==> src/rtl/pwm_pkg.sv <==
// Shared definitions for the PWM shadow-register update path: counter modes,
// controller state encoding and field widths.
package pwm_pkg;

  localparam logic MODE_EDGE   = 1'b0;
  localparam logic MODE_CENTER = 1'b1;

  localparam int unsigned DeadtimeWidth = 16;
  localparam int unsigned RepWidth      = 8;

  typedef enum logic [1:0] {
    StIdle = 2'd0,
    StRun  = 2'd1,
    StPend = 2'd2
  } pwm_state_e;

  // Edge-aligned counters wrap at the active period; center-aligned ones turn at zero.
  function automatic logic is_boundary(input logic mode,
                                       input logic tick,
                                       input logic cnt_zero,
                                       input logic cnt_at_period);
    logic hit;
    hit = 1'b0;
    unique case (mode)
      MODE_EDGE:   hit = cnt_at_period;
      MODE_CENTER: hit = cnt_zero;
      default:     hit = 1'b0;
    endcase
    return tick & hit;
  endfunction

endpackage

==> src/rtl/pwm_upd_detect.sv <==
// Period-boundary detection and repetition down-counter; raises a one-cycle
// apply request on every (rep+1)-th boundary or on a forced software update.
module pwm_upd_detect
  import pwm_pkg::*;
#(
  parameter int unsigned WIDTH = 32
) (
  input  logic                clk_i,
  input  logic                rst_ni,
  input  logic                active_i,
  input  logic                mode_i,
  input  logic                tick_i,
  input  logic [WIDTH-1:0]    cnt_i,
  input  logic [WIDTH-1:0]    act_period_i,
  input  logic [RepWidth-1:0] rep_i,
  input  logic                force_upd_i,
  output logic                apply_req_o
);

  logic [RepWidth-1:0] rep_cnt_d, rep_cnt_q;
  logic                bnd;
  logic                cnt_zero;
  logic                cnt_at_period;

  assign cnt_zero      = (cnt_i == '0);
  assign cnt_at_period = (cnt_i == act_period_i);
  assign bnd           = is_boundary(mode_i, tick_i, cnt_zero, cnt_at_period);

  // While inactive the counter tracks rep so the first period after enable
  // starts with a fresh repetition count.
  always_comb begin
    rep_cnt_d   = rep_cnt_q;
    apply_req_o = 1'b0;
    if (!active_i) begin
      rep_cnt_d = rep_i;
    end else if (force_upd_i) begin
      apply_req_o = 1'b1;
      rep_cnt_d   = rep_i;
    end else if (bnd) begin
      if (rep_cnt_q == '0) begin
        apply_req_o = 1'b1;
        rep_cnt_d   = rep_i;
      end else begin
        rep_cnt_d = rep_cnt_q - 1'b1;
      end
    end
  end

  always_ff @(posedge clk_i or negedge rst_ni) begin
    if (!rst_ni) begin
      rep_cnt_q <= '0;
    end else begin
      rep_cnt_q <= rep_cnt_d;
    end
  end

endmodule

==> src/rtl/pwm_shadow_sync.sv <==
// Shadow-register update unit: holds preload values and copies them to the
// active set only at period boundaries, after repetitions, or on force.
module pwm_shadow_sync
  import pwm_pkg::*;
#(
  parameter int unsigned WIDTH = 32
) (
  input  logic                     clk_i,
  input  logic                     rst_ni,
  input  logic                     en_i,
  input  logic                     mode_i,
  input  logic                     tick_i,
  input  logic [WIDTH-1:0]         cnt_i,
  input  logic                     arpe_i,
  input  logic [RepWidth-1:0]      rep_i,
  input  logic                     reg_wr_i,
  input  logic                     force_upd_i,
  input  logic [WIDTH-1:0]         pre_period_i,
  input  logic [WIDTH-1:0]         pre_ccr_on_i,
  input  logic [WIDTH-1:0]         pre_ccr_i,
  input  logic [DeadtimeWidth-1:0] pre_deadtime_i,
  output logic [WIDTH-1:0]         act_period_o,
  output logic [WIDTH-1:0]         act_ccr_on_o,
  output logic [WIDTH-1:0]         act_ccr_o,
  output logic [DeadtimeWidth-1:0] act_deadtime_o,
  output logic                     upd_evt_o,
  output logic                     upd_pending_o,
  output logic                     err_o
);

  pwm_state_e state_d, state_q;

  logic [WIDTH-1:0]         act_period_d, act_period_q;
  logic [WIDTH-1:0]         act_ccr_on_d, act_ccr_on_q;
  logic [WIDTH-1:0]         act_ccr_d, act_ccr_q;
  logic [DeadtimeWidth-1:0] act_deadtime_d, act_deadtime_q;
  logic                     upd_evt_d, upd_evt_q;
  logic                     err_d, err_q;

  logic active;
  logic apply_req;
  logic reject;
  logic accept;
  logic copy_all;

  assign active = en_i && (state_q != StIdle);

  pwm_upd_detect #(
    .WIDTH (WIDTH)
  ) u_upd_detect (
    .clk_i        (clk_i),
    .rst_ni       (rst_ni),
    .active_i     (active),
    .mode_i       (mode_i),
    .tick_i       (tick_i),
    .cnt_i        (cnt_i),
    .act_period_i (act_period_q),
    .rep_i        (rep_i),
    .force_upd_i  (force_upd_i),
    .apply_req_o  (apply_req)
  );

  // A zero period would stall the counter, so such an update is refused.
  assign reject   = active && apply_req && (pre_period_i == '0);
  assign accept   = active && apply_req && !reject;
  assign copy_all = !active || (accept && (state_q == StPend));

  always_comb begin
    state_d = state_q;
    unique case (state_q)
      StIdle: begin
        if (en_i) state_d = StRun;
      end
      StRun: begin
        if (reg_wr_i) state_d = StPend;
      end
      StPend: begin
        // A write landing on the apply cycle keeps the new values pending.
        if (!reg_wr_i && accept) state_d = StRun;
      end
      default: state_d = StIdle;
    endcase
    if (!en_i) state_d = StIdle;
  end

  always_comb begin
    act_period_d   = act_period_q;
    act_ccr_on_d   = act_ccr_on_q;
    act_ccr_d      = act_ccr_q;
    act_deadtime_d = act_deadtime_q;
    upd_evt_d      = accept;
    err_d          = err_q;

    if (copy_all) begin
      act_period_d   = pre_period_i;
      act_ccr_on_d   = pre_ccr_on_i;
      act_ccr_d      = pre_ccr_i;
      act_deadtime_d = pre_deadtime_i;
    end
    // Unbuffered period: only the period field bypasses the shadow stage.
    if (active && !arpe_i) begin
      act_period_d = pre_period_i;
    end

    if (reject) begin
      err_d = 1'b1;
    end else if (reg_wr_i) begin
      err_d = 1'b0;
    end
  end

  always_ff @(posedge clk_i or negedge rst_ni) begin
    if (!rst_ni) begin
      state_q        <= StIdle;
      act_period_q   <= '0;
      act_ccr_on_q   <= '0;
      act_ccr_q      <= '0;
      act_deadtime_q <= '0;
      upd_evt_q      <= 1'b0;
      err_q          <= 1'b0;
    end else begin
      state_q        <= state_d;
      act_period_q   <= act_period_d;
      act_ccr_on_q   <= act_ccr_on_d;
      act_ccr_q      <= act_ccr_d;
      act_deadtime_q <= act_deadtime_d;
      upd_evt_q      <= upd_evt_d;
      err_q          <= err_d;
    end
  end

  assign act_period_o   = act_period_q;
  assign act_ccr_on_o   = act_ccr_on_q;
  assign act_ccr_o      = act_ccr_q;
  assign act_deadtime_o = act_deadtime_q;
  assign upd_evt_o      = upd_evt_q;
  assign upd_pending_o  = (state_q == StPend);
  assign err_o          = err_q;

endmodule

==> config.mk <==
export PLATFORM = sky130hd
export DESIGN_NAME = pwm_shadow_sync
export DESIGN_NICKNAME = d
export VERILOG_FILES = /design/src/rtl/pwm_pkg.sv /design/src/rtl/pwm_upd_detect.sv /design/src/rtl/pwm_shadow_sync.sv
export SDC_FILE = /design/constraint.sdc
export NUM_CORES = 1
export LEC_CHECK = 0
export ABC_AREA = 1
export BUFFER_PORTS_ARGS = -buffer_cell sky130_fd_sc_hd__buf_4
export CELL_PAD_IN_SITES_DETAIL_PLACEMENT = 0
export CELL_PAD_IN_SITES_GLOBAL_PLACEMENT = 1
export CORE_AREA = 8 8 146 148
export DETAILED_ROUTE_END_ITERATION = 16
export DIE_AREA = 0 0 154 156
export PLACE_DENSITY = 0.81
export SETUP_SLACK_MARGIN = 0.3
export SLEW_MARGIN = 20
export SYNTH_ARGS = -nofsm -noshare
export SYNTH_HDL_FRONTEND = slang
export SYNTH_HIERARCHICAL = 1
export SYNTH_SLANG_ARGS = --single-unit
==> constraint.sdc <==
create_clock -name clk_i -period 2.5 [get_ports clk_i]
set_input_delay 0.5 -clock clk_i [delete_from_list [all_inputs] [get_ports clk_i]]
set_output_delay 0.5 -clock clk_i [all_outputs]
set_load 0.02 [all_outputs]
# --- Word-level counts from Yosys, hierarchy flattened ---
# Index checks and enable logic that the tools add are counted.
word_totals:
  ff_bits: 124
classes:
  n_addsub: 1
  eq_ne: 6
  muxes: 17
  n_bitwise: 2
  n_reduce_logical: 20
op_table:
  columns: ["cell", "n"]
  rows:
  - ["$logic_not A32 Y1", 2]
  - ["$mux W32", 2]
  - ["$eq A32 B32 Y1", 1]
  - ["$mux W8", 4]
  - ["$logic_not A8 Y1", 1]
  - ["$sub A8 B1 Y8 const B", 1]
  - ["$logic_and A1 B1 Y1", 7]
  - ["$mux W1", 6]
  - ["$mux W2", 3]
  - ["$ne A3 B2 Y1 const B", 2]
  - ["$pmux W2 S3", 1]
  - ["$reduce_bool A2 Y1", 3]
  - ["$logic_not A1 Y1", 4]
  - ["$ne A3 B3 Y1 const B", 1]
  - ["$eq A2 B1 Y1 const B", 1]
  - ["$eq A2 B2 Y1 const B", 1]
  - ["$logic_not A2 Y1", 1]
  - ["$pmux W1 S2", 1]
  - ["$reduce_and A2 Y1", 1]
  - ["$and A1 B1 Y1", 1]
  - ["$logic_or A1 B1 Y1", 1]
  - ["$not A1 Y1", 1]

# --- Longest topological paths before layout ---
# Gate-level depths: netlist of run 1.
depth:
  ltp_word: 14
  depth_mapped: 18

# --- Cells and area by module ---
# The synthesis of run 1 kept the hierarchy.
by_module_without_submodules:
  columns: ["module", "n_inst", "cells_each", "area_per_inst_um2", "seq_area_each_um2"]
  rows:
  - ["pwm_shadow_sync", 1, 560, 4949.7, 2902.8]
  - ["pwm_upd_detect", 1, 199, 1222.4, 200.2]

# --- Least setup slack after synthesis of run 1 ---
# No wires, ideal clock.
synth_timing:
  path_type: "input to register"
  start: "input port cnt_i[27]"
  end: "register act_ccr_on_q[21], in the netlist act_ccr_on_o[21]"
  setup_time_ps: 116
  t_arrival_ps: 2058
  required_ps: 2384
  path_slack_ps: 326
  stages: 18
  cell_sequence: "inv_1 -> nand2_1 -> nand2_1 -> nand2_1 -> nor2_1 -> nand2_1 -> nor2_1 -> nand2_1 -> nand2_1 -> nand2_2 -> a21oi_1 -> inv_1 -> nor2_2 -> nand3_4 -> buf_8 -> buf_8 -> nand3_2 -> nand2_1"
synth_via:
  elab_chain_len: 12
  word_cells_on_any_way: 13
  cone_classes: "eq/ne: 1; mux: 4; bitwise: 1; reduce/logical: 7"
synth_rtl:
  columns: ["item", "line", "rtl"]
  rows:
  - ["start: declaration", "pwm_shadow_sync.sv:13", "input logic [WIDTH-1:0] cnt_i,"]
  - ["$eq A32 B32 Y1 / $logic_not A32 Y1 (equally long branches)", "pwm_upd_detect.sv:26, pwm_upd_detect.sv:25", null]
  - ["$pmux W1 S2 *", "pwm_pkg.sv:24", "unique case (mode)"]
  - ["$and A1 B1 Y1 *", "pwm_pkg.sv:29", "return tick & hit;"]
  - ["$mux W1 *", "pwm_upd_detect.sv:39", "end else if (bnd) begin"]
  - ["$mux W1 *", "pwm_upd_detect.sv:36", "end else if (force_upd_i) begin"]
  - ["$mux W1 *", "pwm_upd_detect.sv:34", "if (!active_i) begin"]
  - ["net apply_req", "pwm_shadow_sync.sv:41", "logic apply_req;"]
  - ["$logic_and A1 B1 Y1 *", "pwm_shadow_sync.sv:64, pwm_shadow_sync.sv:65", null]
  - ["$logic_and A1 B1 Y1", "pwm_shadow_sync.sv:64", "assign reject = active && apply_req && (pre_period_i == '0);"]
  - ["$logic_not A1 Y1", "pwm_shadow_sync.sv:65", "assign accept = active && apply_req && !reject;"]
  - ["$logic_and A1 B1 Y1 *", "pwm_shadow_sync.sv:65", null]
  - ["$logic_and A1 B1 Y1 *", "pwm_shadow_sync.sv:66", "assign copy_all = !active || (accept && (state_q == StPend));"]
  - ["$logic_or A1 B1 Y1 *", "pwm_shadow_sync.sv:66", null]
  - ["end signal: assignment", "pwm_shadow_sync.sv:124", "act_ccr_on_q <= act_ccr_on_d;"]
  - ["end: declaration", "pwm_shadow_sync.sv:34", "logic [WIDTH-1:0] act_ccr_on_d, act_ccr_on_q;"]
# Mark *: on every way through the listed nets, which the timed path passes. The rest lies on a longest branch.
# A chain may end at the register's enable or synchronous reset.

# --- Worst setup path in the final report of run 1 ---
layout_timing:
  start: "register act_period_q[18], in the netlist act_period_o[18]"
  end: "register act_period_q[22], in the netlist act_period_o[22]"
layout_via:
  elab_chain_len: 13
layout_rtl:
  columns: ["item", "line", "rtl"]
  rows:
  - ["start: declaration", "pwm_shadow_sync.sv:33", "logic [WIDTH-1:0] act_period_d, act_period_q;"]
  - ["start signal: assignment", "pwm_shadow_sync.sv:123", "act_period_q <= act_period_d;"]
  - ["$eq A32 B32 Y1 *", "pwm_upd_detect.sv:26", "assign cnt_at_period = (cnt_i == act_period_i);"]
  - ["$pmux W1 S2 *", "pwm_pkg.sv:24", null]
  - ["$and A1 B1 Y1 *", "pwm_pkg.sv:29", null]
  - ["$mux W1 *", "pwm_upd_detect.sv:39", null]
  - ["$mux W1 *", "pwm_upd_detect.sv:36", null]
  - ["$mux W1 *", "pwm_upd_detect.sv:34", null]
  - ["net apply_req", "pwm_shadow_sync.sv:41", null]
  - ["$logic_and A1 B1 Y1 *", "pwm_shadow_sync.sv:64, pwm_shadow_sync.sv:65", null]
  - ["$logic_and A1 B1 Y1", "pwm_shadow_sync.sv:64", null]
  - ["$logic_not A1 Y1", "pwm_shadow_sync.sv:65", null]
  - ["$logic_and A1 B1 Y1 *", "pwm_shadow_sync.sv:65", null]
  - ["$logic_and A1 B1 Y1 *", "pwm_shadow_sync.sv:66", null]
  - ["$logic_or A1 B1 Y1 *", "pwm_shadow_sync.sv:66", null]
  - ["$reduce_bool A2 Y1 (no source line) *", null, null]
# Marked as above.

==> results of run 1 <==
-- routing by layer --
metal	GRT usage [%]	wire (um)	vias up
met1	21.3	9040	2842
met5	0	0	-
li1	-	-	2995
met3	7.09	1970	19
met4	6.02	325	0
met2	27.6	10300	230
-- sequential cells by signal, indices dropped and copies added (netlist names) --
register / flops
act_ccr_on_o: 32
upd_evt_o: 1
err_o: 1
act_ccr_o: 32
act_period_o: 32
state_q: 2
act_deadtime_o: 16
u_upd_detect/rep_cnt_q: 8
-- cell usage after synthesis, drive strengths merged (2+ instances only) --
cell type,n
xnor2,29
ha,2
nand4,34
nand3,95
o21ai,9
buf,32
xor2,3
inv,42
and2,2
nor2,50
dfrtp,124
nor3,6
nand2,319
clkbuf,8
-- worst max-delay path, stage by stage, from the launching register on --
cell	delay, ps
dfrtp_1	400
xnor2_1	210
nand2_1	90
nor2_2	120
nand2_1	100
nor2_1	120
nand2_1	50
nand2_1	70
nand2_2	60
a21oi_2	150
inv_2	60
nor2_4	110
nand3_4	110
buf_8	170
nand3_4	120
clkbuf_16	190
nand2_1	60
nand2_1	50
-- logic make-up after synthesis --
family / Yosys count
XOR/XNOR: 32
adder cells (fa/ha/maj): 2
buffers and inverters: 82
AND/OR/NAND/NOR: 506
flip-flops: 124
AO/OA/AOI/OAI: 13
-- timing repair --
| item | in CTS | in global routing |
|---|---|---|
| resized for setup | 12 | 32 |
| endpoints found under the setup margin | 114 | 112 |
| gates cloned | 1 | 2 |
| buffers inserted | 10 | 5 |
| endpoints found under the hold margin | 0 | 0 |
| pin swaps | 8 | 4 |
-- power breakdown --
| part | switching [mW] | internal [mW] | total (mW) |
|---|---|---|---|
| clock network | 0.994 | 1.42 | 2.42 |
| logic | 0.944 | 0.752 | 1.70 |
| registers | 0.181 | 2.26 | 2.44 |
-- stage by stage --
stage	instances	utilization, %
after floorplan	759	-
after global placement	1250	44.6
after detailed placement	1250	44.6
after CTS	1293	48.3
after global routing	1300	49.3
final	1300	49.3
-- worst paths after layout --
check                               endpoint  depth (start not counted)
max in group asynchronous    act_ccr_on_o[0]                          2
min in group clk_i              act_ccr_o[4]                          3
min                         act_period_o[27]                          2
max                         act_period_o[22]                         17
max reg2reg                 act_period_o[22]                         17
min reg2reg                act_deadtime_o[8]                          2
-- final cells by class --
type / count / area [um2] / share of cell area, %
Clock inverter: 13 / 131 / 1.40
Inverter: 42 / 161 / 1.72
Timing Repair Buffer: 311 / 2510 / 26.7
Tap cell: 238 / 298 / 3.16
Clock buffer: 19 / 443 / 4.71
Sequential cell: 124 / 3100 / 33.0
Multi-Input combinational cell: 553 / 2760 / 29.3
==> flow_summary.toml, run 1 <==
[status]
outcome = "completed"

[power_and_ir_drop]
leakagePower_nw = 4.96
power_mw = 6.55
power.density_mw_per_mm2 = 696
ir_worst_vdd_uv = 475

[synthesis]
synth_edf_count = 0
synth_top_family_by_area = "simple AND/OR/NAND/NOR gates"
yosysUniqueCellTypes = 32
async_reset_ff_share_pct = 100
synth_top_area_share_pct = 50.3
synth_flop_cell = "dfrtp_1"
avgSynthCellArea_um2 = 8.13
synthTopCellsByArea = "dfrtp_1 (50%), nand2_1 (19%), nand3_1 (6.6%), xnor2_1 (4.1%), nand4_1 (3.4%)"
syn_area_mm2 = 0.00617
yosys-mux-area-fraction_pct = 0
syn-instance-count = 759
synthXorXnorAreaFrac_pct = 4.54
synth.net_count = 921
ys_ff_latch = 124
yosysTopAreaCell = "dfrtp_1"
synth-simple-area-share_pct = 36.3
ys_seq_area_share_pct = 50.3
synth-adder-area-share_pct = 0.405
ys_warn_count = 6
synth-compound-area-share_pct = 1.56

[global_route]
grt_use_total_pct = 17.5
grt_max_degree = 125
grt-ovfl-total = 0
grt_pass1_wl_um = 33500
grt_pass1_vias = 6122
grt_antenna_before_repair = 0

[worst_setup_path]
rr_startpoint = "act_period_o[18]"
worstPathRequired_ps = 2840
worstSetupPathType = "flop to flop"
arrival_ps = 2640
cp-start-kind = "flop"
rrSetupSlack_ps = 200
critPathCaptureType = "flop"
crit_start = "act_period_o[18]"
critical_path.max_fanout = 12

[finish]
area_delta_synth_final_pct = 52.5
postLayoutCellArea_mm2 = 0.00941
num-fill-cells = 1887
drive_gt1_share_pct = 37.9
fin_nets = 1211
antenna_cells = 0
final_cell_mix = "nand2_1 (295), buf_4 (295), dfrtp_1 (124)"

[timing]
max_slew_margin_pct = 53.0
clock_skew_ps = 15.6
setup_tns_ps = 0
finalCriticalPeriod_ps = 2300
fin_ws_ps = 201
setup_viol = 0
hold-worst-slack_ps = 192
slew_violations = 0
worst_pin_slew_ps = 705
finalCritPeriodShare_pct = 92.0
fmax_ghz = 0.435
rsz0062_at_grt = "yes"
hold_viol_final = 0

[clock_network]
clock_sinks = 124
cts_buffer_depth = 2
cts_hold_buf = 0
cts_tree = "done"
cts_buffers = 17
clk_pin_slew_ps = 60
cts-root-buf = "clkbuf_16"
clk-insertion-delay-late_ps = 410
h-tree-depth = 4

[place]
place_hpwl_um = 15200
port_buffers = 274
gp_congestion = 0.778
dpl-instance-area_mm2 = 0.00850
pre_cts_ws_ps = -161

[drt]
vias_per_cell = 4.68
vias = 6086
drt_iter0_drc = 253
dr.pass1.iters = 4
drt_drc_violations_left = 0
wl_um = 21600
ant_nets = 0
wl_per_cell_um = 16.6

[die]
rows = 51
start_util_pct = 32.3
pin_count = 275
dieWidth_um = 154
fp.coreArea_mm2 = 0.0191
die_h_um = 156
dieArea_mm2 = 0.0240

[min_path]
hp-class = "input port to asynchronous set/reset pin"

[flow_run]
maxCapViolCount = 0
(Power assumes the default switching activity.)
==> run 2: changes to the inputs <==
--- a/config.mk
+++ b/config.mk
@@ -12,6 +12,7 @@
 export CORE_AREA = 8 8 146 148
 export DETAILED_ROUTE_END_ITERATION = 16
 export DIE_AREA = 0 0 154 156
+export MAX_ROUTING_LAYER = met4
 export PLACE_DENSITY = 0.81
 export SETUP_SLACK_MARGIN = 0.3
 export SLEW_MARGIN = 20
==> flow_summary.toml, run 2 (synthesized netlist as in run 1, its figures left out) <==
[timing]
hold_viol_final = 0
finalCriticalPeriod_ps = 2280
max_slew_margin_pct = 52.8
fin_ws_ps = 222
rsz0062_at_grt = "yes"
finalCritPeriodShare_pct = 91.1
worst_pin_slew_ps = 708
clock_skew_ps = 14.0
slew_violations = 0
setup_viol = 0
fmax_ghz = 0.439

[worst_setup_path]
crit_cells = 17
arrival_ps = 2620
path_cells = "xnor2_1 > nand2_1 > nor2_2 > nand2_1 > nor2_1 > nand2_1 > nand2_1 > nand2_2 > a21oi_2 > inv_2 > nor2_4 > nand3_4 > buf_8 > nand3_4 > clkbuf_16 > nand2_1 > nand2_1"
cp-start-kind = "flop"
worstPathRequired_ps = 2840
rr_startpoint = "act_period_o[18]"
max_stage_delay_ps = 400
worstSetupPathType = "flop to flop"
crit_path_frequent_cell = "nand2_1"
critical_path.max_fanout = 12
crit_buf_inv = 3
crit_start = "act_period_o[18]"
cpMaxStageDelayCell = "dfrtp_1"
cp_top_family = "simple AND/OR/NAND/NOR gates"
r2r_cells = 17
critPathCaptureType = "flop"

[clock_network]
cts_tree = "done"
clk_pin_slew_ps = 60
clock_sinks = 124
cts_buffer_depth = 2
h-tree-depth = 4
cts_hold_buf = 0
cts-root-buf = "clkbuf_16"
clk-insertion-delay-late_ps = 410
cts_buffers = 17

[finish]
drive_gt1_share_pct = 38.0
area_delta_synth_final_pct = 52.4
layout_commonest_cell = "buf_4"
num-fill-cells = 1886
fin_nets = 1211
antenna_cells = 0
instances_no_fill = 1300
postLayoutCellArea_mm2 = 0.00941
final_cell_mix = "buf_4 (296), nand2_1 (294), dfrtp_1 (124)"
postLayoutCoreUtil_pct = 49.3

[die]
rows = 51
dieWidth_um = 154
pin_count = 275
die_h_um = 156
fp.coreArea_mm2 = 0.0191
start_util_pct = 32.3
dieArea_mm2 = 0.0240

[global_route]
grt_max_degree = 125
grt_pass1_wl_um = 33400
grt_antenna_before_repair = 0
grt_use_total_pct = 18.0
grt_pass1_vias = 6157
grt-ovfl-total = 0

[drt]
vias = 6094
wl_per_cell_um = 16.6
drt_drc_violations_left = 0
ant_nets = 0
vias_per_cell = 4.69
wl_um = 21600
drt_iter0_drc = 292
dr.pass1.iters = 4

[place]
placed_cells = 1250
pre_cts_ws_ps = -161
gp_congestion = 0.789
place_hpwl_um = 15200
dpl-instance-area_mm2 = 0.00850
port_buffers = 274

[status]
outcome = "completed"

[flow_run]
maxCapViolCount = 0

[min_path]
hp-class = "input port to asynchronous set/reset pin"

[power_and_ir_drop]
p_seq_share_pct = 37.2
p_sw_share_pct = 32.4
ir_worst_vdd_uv = 476
power_mw = 6.55
comb_power_share_pct = 25.9
power.density_mw_per_mm2 = 696
leakagePower_nw = 4.96
power_switching_mw = 2.12
clkPwrFrac_pct = 36.9
p_int_mw = 4.43
[run 2: path summary, 6_finish.rpt]
check / slack (ps) / endpoint
max in group asynchronous: 1780 / act_ccr_on_o[3]
max: 220 / act_period_o[22]
min reg2reg: 500 / act_deadtime_o[8]
max reg2reg: 220 / act_period_o[22]
min in group clk_i: 280 / act_ccr_o[4]
min: 190 / act_period_o[27]
[run 2: metrics by stage]
| stage | TNS, ps | hold WS (ps) |
|---|---|---|
| 2_1_floorplan | 0 | 204 |
| 3_3_place_gp | -14910 | 491 |
| 3_5_place_dp | -14440 | 495 |
| 4_1_cts | 0 | 233 |
| 5_1_grt | 0 | 241 |
| 6_report | 0 | 188 |
[run 2: worst reg2reg max path, stage by stage, from the launching register on]
cell	delay (ps)
dfrtp_1	400
xnor2_1	200
nand2_1	90
nor2_2	120
nand2_1	90
nor2_1	110
nand2_1	50
nand2_1	70
nand2_2	60
a21oi_2	150
inv_2	60
nor2_4	110
nand3_4	110
buf_8	170
nand3_4	120
clkbuf_16	190
nand2_1	60
nand2_1	50
[run 2: area by class of cell]
cell class	instances	area (um2)	share of cell area (%)
flip-flops and latches	124	3100	33.0
multi-input cells	553	2760	29.4
repair buffers	311	2510	26.7
clock buffers	19	443	4.71
well taps	238	298	3.16
inverters	42	161	1.72
clock inverters	13	131	1.40
[run 2: layer usage]
metal / track usage, % / wire length (um)
met5: - / 0
met3: 5.54 / 1700
met2: 27.7 / 10200
met4: 6.02 / 363
met1: 22.3 / 9370
[run 2: timing repair]
item                                    4_1_cts  5_1_grt
pin swaps                                     8        4
endpoints found under the setup margin      114      112
setup buffers                                10        5
resized for setup                            12       32
cloned                                        1        2
[run 2: power groups by stage]
stage                     Clock (mW)  Combinational [mW]  Sequential (mW)
after floorplan                    0               0.546             2.73
after global placement             0                1.62             2.47
after detailed placement           0                1.64             2.47
after CTS                       2.48                1.68             2.44
after global routing            2.58                1.85             2.47
final                           2.42                1.70             2.44
